### config.mk
export PLATFORM = sky130hd
export DESIGN_NAME = cdb_arbiter
export DESIGN_NICKNAME = d
export VERILOG_FILES = /design/src/rtl/cdb_arbiter_pkg.sv /design/src/rtl/cdb_fifo.sv /design/src/rtl/cdb_arbiter.sv
export SDC_FILE = /design/constraint.sdc
export NUM_CORES = 1
export LEC_CHECK = 0
export ABC_AREA = 1
export CORE_MARGIN = 2
export CORE_UTILIZATION = 35
export CTS_CLUSTER_DIAMETER = 40
export CTS_CLUSTER_SIZE = 28
export DETAILED_ROUTE_END_ITERATION = 10
export REMOVE_ABC_BUFFERS = 1
export SLEW_MARGIN = 20
export SYNTH_ARGS = -nofsm -noshare
export SYNTH_HDL_FRONTEND = slang
export SYNTH_SLANG_ARGS = --single-unit
### constraint.sdc
create_clock -name clk_in -period 3.3 [get_ports clk_in]
set_input_delay 0.66 -clock clk_in [delete_from_list [all_inputs] [get_ports clk_in]]
set_output_delay 0.66 -clock clk_in [all_outputs]
set_load 0.05 [all_outputs]
### src/rtl/cdb_arbiter_pkg.sv
// cdb_arbiter_pkg -- shared definitions for the common data bus arbiter.
//
// Holds the project-wide constants normally found in const.v:
//   ROB_WIDTH_BIT  width of a reorder-buffer index
//   CDB_SRC_ALU    cdb_src encoding for ALU results (0)
//   CDB_SRC_LSB    cdb_src encoding for LSB load results (1)
// It also defines the queued entry type and the local names for the source
// encodings. No ports; imported by cdb_fifo and cdb_arbiter.

`ifndef ROB_WIDTH_BIT
`define ROB_WIDTH_BIT 4
`endif

`ifndef CDB_SRC_ALU
`define CDB_SRC_ALU 1'b0
`endif

`ifndef CDB_SRC_LSB
`define CDB_SRC_LSB 1'b1
`endif

package cdb_arbiter_pkg;

    localparam int ROB_W = `ROB_WIDTH_BIT;

    localparam logic SRC_ALU = `CDB_SRC_ALU;
    localparam logic SRC_LSB = `CDB_SRC_LSB;

    // One queued broadcast request.
    typedef struct packed {
        logic [ROB_W-1:0] rob_id;
        logic [31:0]      value;
    } cdb_entry_t;

endpackage

### src/rtl/cdb_fifo.sv
// cdb_fifo -- per-source request queue for the CDB arbiter.
//
// Ports:
//   clk_in  clock, rising edge
//   rst_in  asynchronous active-high reset (pointers and count to 0)
//   push    write wdata at the tail this edge
//   pop     retire the head entry this edge
//   clear   flush; wins over push and pop in the same edge
//   wdata   entry to enqueue
//   count   registered occupancy, 0..DEPTH
//   head    entry at the read pointer (meaningful only when count != 0)
//
// DEPTH must be a power of two so the pointers wrap by natural overflow.
// The caller guarantees push only when not full and pop only when not empty.

module cdb_fifo
    import cdb_arbiter_pkg::*;
#(
    parameter int DEPTH = 4,
    parameter int CNT_W = $clog2(DEPTH) + 1
) (
    input  logic             clk_in,
    input  logic             rst_in,
    input  logic             push,
    input  logic             pop,
    input  logic             clear,
    input  cdb_entry_t       wdata,
    output logic [CNT_W-1:0] count,
    output cdb_entry_t       head
);

    localparam int PTR_W = $clog2(DEPTH);

    cdb_entry_t       mem [DEPTH];
    logic [PTR_W-1:0] wr_ptr;
    logic [PTR_W-1:0] rd_ptr;

    assign head = mem[rd_ptr];

    always_ff @(posedge clk_in or posedge rst_in) begin
        if (rst_in) begin
            wr_ptr <= '0;
            rd_ptr <= '0;
            count  <= '0;
        end else if (clear) begin
            wr_ptr <= '0;
            rd_ptr <= '0;
            count  <= '0;
        end else begin
            if (push) wr_ptr <= wr_ptr + PTR_W'(1);
            if (pop)  rd_ptr <= rd_ptr + PTR_W'(1);
            // Simultaneous push and pop leaves the occupancy unchanged.
            case ({push, pop})
                2'b10:   count <= count + CNT_W'(1);
                2'b01:   count <= count - CNT_W'(1);
                default: count <= count;
            endcase
        end
    end

    // Storage carries data only, so it is never reset.
    always_ff @(posedge clk_in) begin
        if (push && !clear) mem[wr_ptr] <= wdata;
    end

endmodule

### src/rtl/cdb_arbiter.sv
// cdb_arbiter -- merges ALU and LSB results onto the common data bus.
//
// Each source has its own cdb_fifo. Every unpaused, unflushed edge pops at
// most one entry and registers it onto the cdb_* outputs for one cycle.
//
// Ports:
//   clk_in, rst_in                       clock / async active-high reset
//   rdy_in                               global pause when low
//   clear_in                             flush both queues (misprediction)
//   alu_valid, alu_rob_id, alu_value     ALU request, alu_ready back
//   lsb_valid, lsb_rob_id, lsb_value     LSB request, lsb_ready back
//   cdb_valid, cdb_rob_id, cdb_value,    registered broadcast;
//   cdb_src                              cdb_src 0 = ALU, 1 = LSB
//
// Build option CDB_ROUND_ROBIN_EN: when defined, alternate sources when both
// queues hold entries (tracked in last_grant). When undefined, the LSB queue
// always has priority and no grant history is kept.

module cdb_arbiter
    import cdb_arbiter_pkg::*;
#(
    parameter int FIFO_DEPTH = 4
) (
    input  logic                      clk_in,
    input  logic                      rst_in,
    input  logic                      rdy_in,
    input  logic                      clear_in,
    input  logic                      alu_valid,
    input  logic [`ROB_WIDTH_BIT-1:0] alu_rob_id,
    input  logic [31:0]               alu_value,
    output logic                      alu_ready,
    input  logic                      lsb_valid,
    input  logic [`ROB_WIDTH_BIT-1:0] lsb_rob_id,
    input  logic [31:0]               lsb_value,
    output logic                      lsb_ready,
    output logic                      cdb_valid,
    output logic [`ROB_WIDTH_BIT-1:0] cdb_rob_id,
    output logic [31:0]               cdb_value,
    output logic                      cdb_src
);

    localparam int               CNT_W   = $clog2(FIFO_DEPTH) + 1;
    localparam logic [CNT_W-1:0] DEPTH_C = CNT_W'(FIFO_DEPTH);

    logic [CNT_W-1:0] alu_count;
    logic [CNT_W-1:0] lsb_count;
    cdb_entry_t       alu_wdata;
    cdb_entry_t       lsb_wdata;
    cdb_entry_t       alu_head;
    cdb_entry_t       lsb_head;
    logic             advance;
    logic             alu_push;
    logic             lsb_push;
    logic             alu_pop;
    logic             lsb_pop;
    logic             grant_lsb;

    cdb_entry_t       bcast_p1;
    logic             src_p1;
    logic             vld_p1;

    // Ready depends only on registered counts and global controls, so a
    // pop in the same edge never frees a slot combinationally.
    assign advance   = rdy_in && !clear_in;
    assign alu_ready = advance && (alu_count < DEPTH_C);
    assign lsb_ready = advance && (lsb_count < DEPTH_C);
    assign alu_push  = alu_valid && alu_ready;
    assign lsb_push  = lsb_valid && lsb_ready;

    assign alu_wdata = '{rob_id: alu_rob_id, value: alu_value};
    assign lsb_wdata = '{rob_id: lsb_rob_id, value: lsb_value};

`ifdef CDB_ROUND_ROBIN_EN
    logic last_grant;

    // With both queues occupied, serve the source that did not win last.
    assign grant_lsb = (lsb_count != '0) &&
                       ((alu_count == '0) || (last_grant == SRC_ALU));

    always_ff @(posedge clk_in or posedge rst_in) begin
        if (rst_in) begin
            last_grant <= SRC_LSB;
        end else if (alu_pop || lsb_pop) begin
            last_grant <= lsb_pop ? SRC_LSB : SRC_ALU;
        end
    end
`else
    assign grant_lsb = (lsb_count != '0);
`endif

    assign lsb_pop = advance && grant_lsb;
    assign alu_pop = advance && !grant_lsb && (alu_count != '0);

    cdb_fifo #(.DEPTH(FIFO_DEPTH), .CNT_W(CNT_W)) u_alu_fifo (
        .clk_in (clk_in),
        .rst_in (rst_in),
        .push   (alu_push),
        .pop    (alu_pop),
        .clear  (clear_in),
        .wdata  (alu_wdata),
        .count  (alu_count),
        .head   (alu_head)
    );

    cdb_fifo #(.DEPTH(FIFO_DEPTH), .CNT_W(CNT_W)) u_lsb_fifo (
        .clk_in (clk_in),
        .rst_in (rst_in),
        .push   (lsb_push),
        .pop    (lsb_pop),
        .clear  (clear_in),
        .wdata  (lsb_wdata),
        .count  (lsb_count),
        .head   (lsb_head)
    );

    // ---- stage p1: registered broadcast; payload holds when idle ----
    always_ff @(posedge clk_in or posedge rst_in) begin
        if (rst_in) begin
            vld_p1   <= 1'b0;
            src_p1   <= SRC_ALU;
            bcast_p1 <= '0;
        end else if (alu_pop || lsb_pop) begin
            vld_p1   <= 1'b1;
            src_p1   <= lsb_pop ? SRC_LSB : SRC_ALU;
            bcast_p1 <= lsb_pop ? lsb_head : alu_head;
        end else begin
            vld_p1   <= 1'b0;
        end
    end

    assign cdb_valid  = vld_p1;
    assign cdb_src    = src_p1;
    assign cdb_rob_id = bcast_p1.rob_id;
    assign cdb_value  = bcast_p1.value;

endmodule
* Yosys cells after proc, flatten, opt, wreduce, memory -nomap -nowiden *
Memories as Yosys holds them, arrays and structs flattened.
Cells that the tools add are included.

word-level totals
  flip-flop bits (word level) = 52
  memories = 2
  input port bits = 78
  memory bits (writable) = 288
  word-level logic and storage cells = 66

memories
  name            depth  bits a word  read ports  clocked after memory_dff  wr ports  RTL line        source
  u_alu_fifo.mem  4      36           1           0                         1         cdb_fifo.sv:34  cdb_entry_t mem [DEPTH];
  u_lsb_fifo.mem  4      36           1           0                         1         cdb_fifo.sv:34

operators by class
  magnitude comparators = 2
  mux-type cells = 19
  reductions and logical operators = 21
  add/sub/neg operators = 8
  eq/ne operators = 4

operators with widths
  operator             count
  $mux 36              1
  $mux 2               8
  $pmux 3 s2           2
  $reduce_bool 3->1    4
  $logic_and 1x1->1    10
  $add 2x1->2 const B  4
  $reduce_bool 2->1    4
  $add 3x1->3 const B  2
  $lt 3x3->1 const B   2
  $mux 1               6
  $mux 3               2
  $sub 3x1->3 const B  2
  $eq 2x1->1 const B   2
  $eq 2x2->1 const B   2
  $logic_not 1->1      2
  $logic_or 1x1->1     1

* Logic depth before layout (Yosys ltp) *
  word-level depth = 7
  depth in mapped cells = 11

* Cells and area by module *
Synthesis repeated with hierarchy kept, for this count alone.

unflattened totals
  cell total of the unflattened synthesis = 1114
  area, all modules = 13909.6 um^2

by module, submodules not included
  module       instances  cells each  area an instance (um^2)
  cdb_fifo     2          408         5914.4
  cdb_arbiter  1          298         2080.7

* Least setup slack after synthesis *
Ideal clock, no wire load.

  path kind = input to register
  from = in clear_in
  to = mem u_lsb_fifo.mem[0][0] (netlist name), enable pin
  setup slack = -0.272 ns
  stages on the path = 5
  arrival = 3.143 ns
  path buffers = 0
  cell sequence = inv_2 nand2_8 nor2_2 nand2_2 nor2_1

between the ends
  cells in the longest elaborated chain, start to end = 7

ends and longest elaborated chain
  what                          RTL line           source
  start: declaration            cdb_arbiter.sv:27  input logic clear_in,
  $logic_not 1->1               cdb_arbiter.sv:64  assign advance = rdy_in && !clear_in;
  $logic_and 1x1->1             cdb_arbiter.sv:64
  $logic_and 1x1->1             cdb_arbiter.sv:66  assign lsb_ready = advance && (lsb_count < DEPTH_C);
  named net lsb_ready           cdb_arbiter.sv:35  output logic lsb_ready,
  $logic_and 1x1->1             cdb_arbiter.sv:68  assign lsb_push = lsb_valid && lsb_ready;
  $logic_and 1x1->1             cdb_fifo.sv:63     if (push && !clear) mem[wr_ptr] <= wdata;
  $mux 1                        cdb_fifo.sv:63
  $mux 1 (implied by the code)  cdb_fifo.sv:63
  end: declaration              cdb_fifo.sv:34

The timed path passes the listed nets, and every way through them passes these cells.

* Final worst setup path *
  from = reg bcast_p1 (netlist bit cdb_value[0])
  to = out cdb_value[0]

RTL lines
  what                      RTL line            source
  start: declaration        cdb_arbiter.sv:58   cdb_entry_t bcast_p1;
  start signal: assignment  cdb_arbiter.sv:125  bcast_p1 <= lsb_pop ? lsb_head : alu_head;
  end: declaration          cdb_arbiter.sv:38   output logic [31:0] cdb_value,

No word-level cell between the ends.

==> flow_metrics.tcl <==
set metrics [dict create \
    cp_slowest_cell "clkdlybuf4s50_1" \
    netlist_instances 1020 \
    avgSynthCellArea_um2 13.08 \
    die_w_um 199.2 \
    cts_tree "yes" \
    clockBufferDepth 3 \
    overflow 0 \
    grt_pass1_vias 8397 \
    wire_per_inst_um 19.76 \
    start_kind "flip-flop" \
    p_leak_nw 5.868 \
    synth_area_um2 13340 \
    die_h_um 199.2 \
    power_mw 12.23 \
    fin_tns_setup_ns 0 \
    finalHoldViolations 0 \
    cp_top_family "buffers and inverters" \
    drc_errors 0 \
    drt_iter0_drc 680 \
    clkLatencyLatePin_ns 0.55 \
    cts_hold_buf 0 \
    synth_edf_count 288 \
    synth_warnings 0 \
    rsz0062_at_grt "false" \
    cts_setup_buffers 0 \
    cp.required_ns 2.64 \
    numCtsBuffers 45 \
    min_period_over_period 0.7495 \
    coreArea_um2 37580 \
    wl_mm 33.59 \
    ios 118 \
    setup_viol 0 \
    firstDrtPassIters 5 \
    die-area_um2 39690 \
    max_cap_viol_count 0 \
    clock-sinks 340 \
    path_buf_inv 1 \
    synth.yosys.seq_area_share 0.7458 \
    max_freq_ghz 0.4043 \
    grt_pass1_wl_mm 50.71 \
    endpoint_kind "output pin" \
    path_clk_slew_ns 0.06 \
    power_density_nw_per_um2 729.4 \
    ctsResizeCount 0 \
    synth_ff_type "edfxtp_1" \
    grt_max_degree 74 \
    ys_ff_latch 340 \
    rows 71 \
    utilization 0.4463 \
    min_path_type "flip-flop to flip-flop" \
    antenna_found_initial 1 \
    nNetsFinal 1239 \
    initial_core_util 0.3550 \
    finalMaxSlewViolations 0 \
    max_slew_margin 0.4184 \
    cp.arrival_ns 1.81 \
    slowest_delay_ns 0.84 \
    async_reset_ff_frac 0.1529 \
    crit_type "flip-flop to output pin" \
    outcome "finished, final reports clean" \
    gp_congestion 0.7420 \
    fin_crit_ns 2.473 \
    worstPathCellList "clkdlybuf4s50_1" \
    detail_route.vias_per_cell 5.045 \
    path_max_fanout 2 \
    htreeDepth 2 \
    fillers 3307 \
    cts-root-buf "clkbuf_16" \
    synth_cell_types 37 \
    final.setup_skew_ns 0.01224 \
    num_vias 8577 \
    tightest_slew_ns 0.8724 \
    ant_nets 0 \
    track_usage 0.1709 \
    drive_gt1_frac 0.1221 \
    portBuffers 117 \
    area_growth_pct 25.71 \
    peakVddDrop_mv 0.4306 \
    dp_hpwl_mm 19.24 \
]
metrics by stage:
stage,hold slack [ns],worst slack [ns],area [µm²],instances
floorplan,0.4975,-0.2724,13080,963
global placement,0.4709,0.6178,15250,1615
detailed placement,0.4724,0.5692,15250,1615
CTS,0.4865,0.8097,16770,1699
global route,0.5144,0.7558,16770,1699
finish,0.4800,0.8265,16770,1700
routing by layer:
metal  GRT usage  wire length (µm)  up-vias
met5           0                 0        -
li1            -                 -     3968
met4     0.04284               582        0
met2      0.2817             16170      246
met1      0.2338             14840     4313
met3     0.03173              2005       50
worst paths after layout:
| check | start | to | slack [ns] | cells after the start |
|---|---|---|---|---|
| min in group asynchronous | rst_in | cdb_value[8]$_DFFE_PP0P_ | 0.52 | 3 |
| max in group asynchronous | rst_in | u_lsb_fifo.rd_ptr[0]$_DFFE_PP0P_ | 2.49 | 3 |
| hold reg to reg | cdb_value[22]$_DFFE_PP0P_ | cdb_value[22]$_DFFE_PP0P_ | 0.48 | 2 |
| setup reg to reg | u_lsb_fifo.rd_ptr[1]$_DFFE_PP0P_ | cdb_value[4]$_DFFE_PP0P_ | 1.14 | 7 |
| setup / recovery | cdb_value[0]$_DFFE_PP0P_ | cdb_value[0] | 0.83 | 1 |
| hold / removal | cdb_value[22]$_DFFE_PP0P_ | cdb_value[22]$_DFFE_PP0P_ | 0.48 | 2 |
cell type report:
class	count	area (µm²)	share of cell area
clock buffers	50	1165	0.06946
well taps	511	639.4	0.03813
clock inverters	34	350.3	0.02089
diodes	1	2.502	0.0001492
inverters	33	126.4	0.007536
repair buffers	141	1471	0.08774
flip-flops and latches	340	9953	0.5935
multi-input cells	590	3062	0.1826
report_power, final:
group | internal [mW] | leakage (nW) | total, mW | switching (mW)
Clock | 2.87 | 0.736 | 4.83 | 1.96
Sequential | 4.95 | 3.24 | 5.18 | 0.231
Combinational | 0.726 | 1.89 | 2.23 | 1.50
synthesized netlist by cell type, types with 2 or more instances:
cell	n	area, µm²
nand2_1	76	285.3
clkbuf_1	35	131.4
inv_2	5	18.77
nor2_1	212	795.8
buf_1	3	11.26
buf_2	12	60.06
inv_1	25	93.84
clkinv_1	2	7.510
nand2_2	3	18.77
edfxtp_1	288	8648
o21ai_1	3	15.01
buf_6	2	22.52
fa_1	2	40.04
nand4_1	2	12.51
o221ai_1	12	105.1
ha_1	8	100.1
nand2_8	2	40.04
o211ai_1	18	135.1
o21ai_0	150	750.7
a21oi_1	9	45.04
o211a_1	14	140.1
o211ai_2	8	100.1
dfrtp_1	52	1301
buf_4	5	37.54
nand3_1	41	205.2
o22ai_1	20	125.1
worst register-to-register path: stages (launching register included):
cell	delay, ns
dfrtp_1	0.57
inv_2	0.71
buf_4	0.33
nor2_1	0.06
o21ai_0	0.10
o211ai_2	0.11
nand3_1	0.11
nand2_1	0.06
state kept, by name (all words and copies together) (netlist names):
signal	cells
cdb_valid	1
u_alu_fifo.count	3
cdb_value	32
cdb_rob_id	4
u_lsb_fifo.wr_ptr	2
cdb_src	1
u_alu_fifo.rd_ptr	2
u_lsb_fifo.rd_ptr	2
u_lsb_fifo.count	3
u_lsb_fifo.mem	144
u_alu_fifo.mem	144
u_alu_fifo.wr_ptr	2
kinds of logic after synthesis:
family          count (synthesis)  synth area share
simple gates                  342            0.1062
flops                         340            0.7458
compound gates                238            0.1083
buf+inv                        90           0.02917
fa+ha+maj                      10           0.01051
cells in the final DEF, fill, tap and decap left out, drive strengths merged, types with 2 or more instances in the layout:
| cell | instances |
|---|---|
| a21oi | 9 |
| fa | 2 |
| nand4 | 3 |
| dfrtp | 52 |
| nand3 | 41 |
| buf | 26 |
| o22ai | 20 |
| nor2 | 214 |
| o211a | 14 |
| bufinv | 3 |
| edfxtp | 288 |
| inv | 47 |
| o221ai | 12 |
| o211ai | 26 |
| clkdlybuf4s50 | 115 |
| ha | 8 |
| o21ai | 153 |
| clkinv | 13 |
| clkinvlp | 4 |
| clkbuf | 50 |
| nand2 | 82 |
Note: power is estimated with default switching activity, not from simulation.
